$ cat config.mk
export PLATFORM = sky130hd
export DESIGN_NAME = mem_access_unit
export DESIGN_NICKNAME = d
export VERILOG_FILES = /design/src/rtl/mem_access_pkg.sv /design/src/rtl/mem_lane_align.sv /design/src/rtl/mem_access_unit.sv
export SDC_FILE = /design/constraint.sdc
export NUM_CORES = 1
export LEC_CHECK = 0
export ABC_AREA = 1
export BUFFER_PORTS_ARGS = -buffer_cell sky130_fd_sc_hd__buf_2
export CAP_MARGIN = 25
export CELL_PAD_IN_SITES_DETAIL_PLACEMENT = 1
export CELL_PAD_IN_SITES_GLOBAL_PLACEMENT = 1
export CORE_ASPECT_RATIO = 1.5
export CORE_UTILIZATION = 37
export CTS_BUF_LIST = sky130_fd_sc_hd__clkbuf_4 sky130_fd_sc_hd__clkbuf_8 sky130_fd_sc_hd__clkbuf_16
export CTS_CLUSTER_SIZE = 30
export DETAILED_ROUTE_END_ITERATION = 8
export MAX_ROUTING_LAYER = met4
export PLACE_DENSITY = 0.91
export SLEW_MARGIN = 20
export SYNTH_ARGS = -nofsm -noshare
export SYNTH_HDL_FRONTEND = slang
export SYNTH_HIERARCHICAL = 1
export SYNTH_SLANG_ARGS = --single-unit
export TNS_END_PERCENT = 5
$ cat constraint.sdc
create_clock -name clock -period 2 [get_ports clock]
set_input_delay 0.2 -clock clock [delete_from_list [all_inputs] [get_ports clock]]
set_output_delay 0.2 -clock clock [all_outputs]
set_load 0.01 [all_outputs]
$ cat src/rtl/mem_access_pkg.sv
// Purpose : shared RV32 width codes, unit state encoding and request checks
//           for the data-RAM load/store initiator.
// Latency : n/a (declarations and pure functions only).
// Backpr. : n/a.
// Contents: F3_* width codes, mem_state_t, is_misaligned(), is_legal_funct3().
package mem_access_pkg;

  // RV32 load/store width codes (funct3 field).
  localparam logic [2:0] F3_B  = 3'b000;  // LB / SB
  localparam logic [2:0] F3_H  = 3'b001;  // LH / SH
  localparam logic [2:0] F3_W  = 3'b010;  // LW / SW
  localparam logic [2:0] F3_BU = 3'b100;  // LBU
  localparam logic [2:0] F3_HU = 3'b101;  // LHU

  // Unit sequencing. Every path starts in IDLE and passes through RESP,
  // which gives the one-cycle completion pulse and the write-enable hold.
  typedef enum logic [2:0] {
    IDLE  = 3'd0,
    READ  = 3'd1,
    SETUP = 3'd2,
    WRITE = 3'd3,
    RESP  = 3'd4
  } mem_state_t;

  // Halfwords must sit on an even byte, words on a multiple of four.
  // Byte accesses and unknown codes never count as misaligned here; unknown
  // codes are rejected separately by is_legal_funct3().
  function automatic logic is_misaligned(input logic [2:0] funct3,
                                         input logic [1:0] offset);
    logic mis;
    mis = 1'b0;
    case (funct3)
      F3_H, F3_HU: mis = offset[0];
      F3_W:        mis = (offset != 2'b00);
      default:     mis = 1'b0;
    endcase
    return mis;
  endfunction

  // Stores have no unsigned variants; loads accept the five RV32 codes.
  function automatic logic is_legal_funct3(input logic [2:0] funct3,
                                           input logic       write);
    logic ok;
    ok = 1'b0;
    case (funct3)
      F3_B, F3_H, F3_W: ok = 1'b1;
      F3_BU, F3_HU:     ok = !write;
      default:          ok = 1'b0;
    endcase
    return ok;
  endfunction

endpackage

$ cat src/rtl/mem_lane_align.sv
// Purpose : byte/halfword lane steering for a 32-bit word RAM: load extract
//           with sign/zero extension, and sub-word store merge.
// Latency : combinational, 0 cycles.
// Backpr. : none; pure function of its inputs.
// Ports   : i_funct3  width code of the access
//           i_offset  byte offset within the word (addr[1:0])
//           i_word    full word as read from the RAM
//           i_wdata   right-aligned store data (only 16 bits ever needed)
//           o_load    extracted and extended load result
//           o_merged  i_word with the store lanes replaced
module mem_lane_align
  import mem_access_pkg::*;
#(
  parameter int WIDTH = 32
) (
  input  logic [2:0]       i_funct3,
  input  logic [1:0]       i_offset,
  input  logic [WIDTH-1:0] i_word,
  input  logic [15:0]      i_wdata,
  output logic [WIDTH-1:0] o_load,
  output logic [WIDTH-1:0] o_merged
);

  logic [4:0]       w_shamt;
  logic [WIDTH-1:0] w_shifted;
  logic [7:0]       w_byte;
  logic [15:0]      w_half;
  logic [WIDTH-1:0] w_lane_mask;
  logic [WIDTH-1:0] w_lane_data;

  // Byte lane n occupies bits [8n+7:8n], so the lane shift is offset*8.
  assign w_shamt   = {i_offset, 3'b000};
  assign w_shifted = i_word >> w_shamt;
  assign w_byte    = w_shifted[7:0];
  assign w_half    = w_shifted[15:0];

  always_comb begin
    o_load = i_word;
    case (i_funct3)
      F3_B:    o_load = {{(WIDTH-8){w_byte[7]}}, w_byte};
      F3_BU:   o_load = {{(WIDTH-8){1'b0}}, w_byte};
      F3_H:    o_load = {{(WIDTH-16){w_half[15]}}, w_half};
      F3_HU:   o_load = {{(WIDTH-16){1'b0}}, w_half};
      default: o_load = i_word;
    endcase
  end

  // funct3[0] separates SH (001) from SB (000); SW never uses the merge.
  assign w_lane_mask = i_funct3[0] ? WIDTH'(16'hFFFF) : WIDTH'(8'hFF);
  assign w_lane_data = i_funct3[0] ? WIDTH'(i_wdata) : WIDTH'(i_wdata[7:0]);

  assign o_merged = (i_word & ~(w_lane_mask << w_shamt))
                  | (w_lane_data << w_shamt);

endmodule

$ cat src/rtl/mem_access_unit.sv
// Purpose : one-at-a-time RV32 load/store initiator in front of an async
//           single-port word RAM; sub-word stores done as read-modify-write.
// Latency : accept=cycle 0; rsp_valid at 2 (load), 3 (SW), 4 (SB/SH), 1 (error).
// Backpr. : req_ready only in IDLE; rsp_valid is a single-cycle pulse that
//           cannot be stalled.
// Ports   : clock/nreset        clock, async active-low reset
//           req_*               request handshake, type, address, store data
//           rsp_*               completion pulse, load result, error flag
//           ram_address/wdata   registered word index and full write word
//           ram_enw             registered write enable, high only in WRITE
//           ram_rdata           combinational read data for ram_address
module mem_access_unit
  import mem_access_pkg::*;
#(
  parameter int WIDTH = 32,
  parameter int DEPTH = 2048
) (
  input  logic             clock,
  input  logic             nreset,
  input  logic             req_valid,
  output logic             req_ready,
  input  logic             req_write,
  input  logic [2:0]       req_funct3,
  input  logic [WIDTH-1:0] req_addr,
  input  logic [WIDTH-1:0] req_wdata,
  output logic             rsp_valid,
  output logic [WIDTH-1:0] rsp_data,
  output logic             rsp_error,
  output logic [WIDTH-1:0] ram_address,
  output logic [WIDTH-1:0] ram_wdata,
  output logic             ram_enw,
  input  logic [WIDTH-1:0] ram_rdata
);

  mem_state_t       r_state;
  logic [2:0]       r_funct3;
  logic [1:0]       r_offset;
  logic [15:0]      r_wdata;     // only the sub-word store lanes are kept
  logic             r_write;
  logic             r_err;
  logic [WIDTH-1:0] r_rsp_data;
  logic [WIDTH-1:0] r_ram_address;
  logic [WIDTH-1:0] r_ram_wdata;
  logic             r_ram_enw;

  logic [WIDTH-1:0] w_word_idx;
  logic             w_out_of_range;
  logic             w_req_err;
  logic             w_accept;
  logic [WIDTH-1:0] w_load;
  logic [WIDTH-1:0] w_merged;

  // ---------------------------------------------------------------------------
  // Request decode (IDLE only)
  // ---------------------------------------------------------------------------
  assign w_word_idx     = req_addr >> 2;
  assign w_out_of_range = (w_word_idx >= WIDTH'(DEPTH));
  assign w_req_err      = is_misaligned(req_funct3, req_addr[1:0])
                        | w_out_of_range
                        | !is_legal_funct3(req_funct3, req_write);

  assign w_accept = req_valid && (r_state == IDLE);

  // ---------------------------------------------------------------------------
  // Lane steering on the word currently presented by the RAM
  // ---------------------------------------------------------------------------
  mem_lane_align #(
    .WIDTH (WIDTH)
  ) u_lane_align (
    .i_funct3 (r_funct3),
    .i_offset (r_offset),
    .i_word   (ram_rdata),
    .i_wdata  (r_wdata),
    .o_load   (w_load),
    .o_merged (w_merged)
  );

  // ---------------------------------------------------------------------------
  // Sequencer and RAM-facing registers
  //
  // ram_address / ram_wdata are only loaded on accept or when leaving READ
  // for a store, and always with SETUP in between and RESP after, so they are
  // stable for a full cycle on each side of the one-cycle write enable.
  // ---------------------------------------------------------------------------
  always_ff @(posedge clock or negedge nreset) begin
    if (!nreset) begin
      r_state       <= IDLE;
      r_funct3      <= F3_B;
      r_offset      <= 2'b00;
      r_wdata       <= '0;
      r_write       <= 1'b0;
      r_err         <= 1'b0;
      r_rsp_data    <= '0;
      r_ram_address <= '0;
      r_ram_wdata   <= '0;
      r_ram_enw     <= 1'b0;
    end else begin
      case (r_state)
        IDLE: begin
          if (w_accept) begin
            r_funct3      <= req_funct3;
            r_offset      <= req_addr[1:0];
            r_wdata       <= req_wdata[15:0];
            r_write       <= req_write;
            r_err         <= w_req_err;
            r_rsp_data    <= '0;
            r_ram_address <= w_word_idx;
            if (w_req_err) begin
              r_state <= RESP;
            end else if (req_write && (req_funct3 == F3_W)) begin
              // Full-word store needs no read; data goes straight out.
              r_ram_wdata <= req_wdata;
              r_state     <= SETUP;
            end else begin
              r_state <= READ;
            end
          end
        end

        READ: begin
          if (r_write) begin
            r_ram_wdata <= w_merged;
            r_state     <= SETUP;
          end else begin
            r_rsp_data <= w_load;
            r_state    <= RESP;
          end
        end

        SETUP: begin
          r_ram_enw <= 1'b1;
          r_state   <= WRITE;
        end

        WRITE: begin
          r_ram_enw <= 1'b0;
          r_state   <= RESP;
        end

        RESP: begin
          r_state <= IDLE;
        end

        default: begin
          r_ram_enw <= 1'b0;
          r_state   <= IDLE;
        end
      endcase
    end
  end

  // ---------------------------------------------------------------------------
  // Outputs
  // ---------------------------------------------------------------------------
  assign req_ready   = (r_state == IDLE);
  assign rsp_valid   = (r_state == RESP);
  // Result fields are only meaningful alongside the completion pulse.
  assign rsp_error   = rsp_valid & r_err;
  assign rsp_data    = rsp_valid ? r_rsp_data : '0;

  assign ram_address = r_ram_address;
  assign ram_wdata   = r_ram_wdata;
  assign ram_enw     = r_ram_enw;

endmodule

==> results.cfg <==
[outcome]
status = completed

[worst_setup_path]
end_kind = flip-flop
rr_startpoint = r_state[1]$_DFFE_PN0P_
worstPathArrival_ns = 2.20
crit_family = simple AND/OR/NAND/NOR gates
cp_num_buf_inv = 2
r2r-end = ram_wdata[14]$_DFFE_PN0P_
r2r_cells = 8
crit_path_start_kind = flip-flop
path_class = reg2reg
critical_path_peak_fanout = 56
worst_path_most_repeated_cell = nand2_1
crit_slowest_cell = dfrtp_1
critPathMaxStageDelay_ns = 0.43
rrSetupSlack_ns = 0.15
required_ns = 2.35
crit_chain = nor2_4, nand2_2, inv_2, buf_12, nand2_1, o21ai_1, nand3_1, nand2_1

[sta]
fin_crit_ns = 1.85
setup_violations = 0
max_slew.worst_pin.slew_ns = 0.653
hold_ws_ns = 0.00758
fin_skew_ns = 0.00874
period_share_pct = 92.4
fmax_mhz = 541
hold_violations = 0
rsz0062_at_grt = true
drv_slew = 0
max_slew_margin_pct = 56.5

[floorplan]
fp.dieH_um = 172
num_io_pins = 203
die_area_mm2 = 0.0198
core_area_mm2 = 0.0187
rows = 61
start_util_pct = 38.1
fp.dieW_um = 115

[placement]
numPortBuffers = 200
postPlaceCellArea_mm2 = 0.00840
dp_hpwl_um = 18600
placed_cells = 1404
gp_congestion = 0.916

[detailed_routing]
viasPerCell = 5.14
wl_um = 25900
num_vias = 7507
drc = 0
wl_per_cell_um = 17.7
drt_pass1_iterations = 4
drt_iter0_drc = 392
ant_nets = 0

[clock_tree]
cts_tree = built
cts_setup_buffers = 0
clk_latency_ns = 0.42
cts_buffer_depth = 2
clk_pin_slew_ns = 0.06
clock-sinks = 121
numCtsBuffers = 17
htreeDepth = 4
cts.root.buffer_cell = clkbuf_16

[min_path]
min_path_type = in2reg
hp-start = req_addr[25]
min_path_cells = 3
min_to = ram_address[23]$_DFFE_PN0P_

[synthesis]
synthCells = 975
syn_area_per_cell_um2 = 7.30
yosysSeqAreaShare_pct = 42.6
synth_top_cell_area_share_pct = 42.6
netlist.top_cell.by_area = dfrtp_1
synth_edf_count = 0
synth-async-reset-ratio_pct = 100
synth_flop_cell = dfrtp_1
ys_top_cells_by_area = dfrtp_1, nand2_1, nand3_1, nand3_2, inv_1
synth_area_mm2 = 0.00712
ys_types = 28
synth-seq-cells = 121
yosys_warnings = 6

[global_route]
globalRouteTotalUtil_pct = 27.7
grt_pass1_vias = 7793
grt_overflow = 0
grt_max_degree = 57
grt_pass1_wl_um = 40300
antenna_found_initial = 1

[final_layout]
layout.nets = 1298
final_common_cell = nand2_1
layout-drive-gt1-share_pct = 29.6
final_cell_area_mm2 = 0.00925
layout-area-overhead-vs-synth_pct = 29.9
final_cells = 1460
final_cell_mix = nand2_1, buf_2, dfrtp_1, nand3_1, inv_1
fill_cells = 2410

[power_and_ir_drop]
power_per_cell_area_mw_per_mm2 = 1160
ir_worst_vdd_uv = 469
fin_total_pwr_mw = 10.7
leakage_nw = 5.01

[flow_run]
drv_cap = 0
[layout make-up]
cell class / count / area, um2 / share of cell area, %
diodes: 1 / 2.50 / 0.0271
clock buffers: 23 / 489 / 5.29
clock inverters: 8 / 95.1 / 1.03
inverters: 83 / 314 / 3.40
multi-input cells: 714 / 3420 / 37.0
flip-flops and latches: 121 / 3030 / 32.8
well taps: 252 / 315 / 3.41
repair buffers: 258 / 1580 / 17.1
[cells in the mapped netlist (2+ instances only)]
master and number:
nand2_4 3, nand3_1 99, o21ai_2 25, mux2_2 7
buf_4 10, nand3_2 32, inv_1 77, nor2_2 5
nand2_1 383, o21ai_1 8, inv_2 5, o21ai_0 51
dfrtp_1 121, nor3_1 2, buf_6 12, o22ai_1 16
buf_2 21, nand2_2 6, nor2_4 4, nor2_1 57
a21oi_1 10, clkbuf_1 15
[power breakdown]
group | total [mW] | internal [mW] | switching [mW] | leakage (nW)
Clock | 3.07 | 1.96 | 1.11 | 0.289
Sequential | 3.38 | 2.95 | 0.433 | 1.59
Combinational | 4.27 | 1.48 | 2.79 | 3.14
Total | 10.7 | 6.38 | 4.33 | 5.01
[worst max path at each step]
| stage | end | from | cells after the start | slack (ns) |
|---|---|---|---|---|
| floorplan | ram_wdata[6]$_DFFE_PN0P_ | r_offset[1]$_DFFE_PN0P_ | 8 | 0.44 |
| global placement | ram_wdata[16]$_DFFE_PN0P_ | req_addr[31] | 11 | 0.17 |
| detailed placement | ram_wdata[14]$_DFFE_PN0P_ | req_addr[31] | 11 | 0.09 |
| CTS | ram_wdata[14]$_DFFE_PN0P_ | req_addr[24] | 12 | 0.04 |
| global route | ram_wdata[14]$_DFFE_PN0P_ | r_state[1]$_DFFE_PN0P_ | 8 | -0.02 |
| finish | ram_wdata[14]$_DFFE_PN0P_ | r_state[1]$_DFFE_PN0P_ | 8 | 0.15 |
[per-stage QoR]
step	TNS, ns	utilization, %	setup WS, ns
after floorplan	0	-	0.439
after global placement	0	44.9	0.172
after detailed placement	0	44.9	0.0915
after CTS	0	49.3	0.0391
after global routing	-0.0155	49.4	-0.0155
final	0	49.4	0.153
[routing by layer]
layer / global-route usage [%] / routed length [um] / up-vias
li1: - / - / 3525
met1: 30.3 / 10100 / 3640
met2: 47.4 / 13300 / 259
met3: 4.72 / 1140 / 83
met4: 15.1 / 1380 / 0
met5: - / 0 / -
[sequential cells by signal (all words and copies together), names as in the netlist]
register	flops
r_err	1
r_state	3
ram_wdata	32
ram_address	30
r_rsp_data	32
r_write	1
r_wdata	16
ram_enw	1
r_offset	2
r_funct3	3
[worst min-delay path, delay by kind of cell]
family | cells | cell delay (ns)
buffers and inverters | 1 | 0.09
AND/OR/NAND/NOR | 2 | 0.12
[cell families after synthesis]
kind of cell / after synthesis / share of synthesized area (%)
buffers and inverters: 141 / 9.64
other: 1 / 0.0527
AOI/OAI and AO/OA: 112 / 9.55
DFF: 121 / 42.6
muxes: 7 / 1.11
and+or+nand+nor: 593 / 37.1
[what timing repair did]
item,4_1_cts,5_1_grt
endpoints found under the setup margin,0,40
gates resized for setup,0,5
endpoints found under the hold margin,64,0
hold buffers,24,0
(Power assumes the default switching activity.)
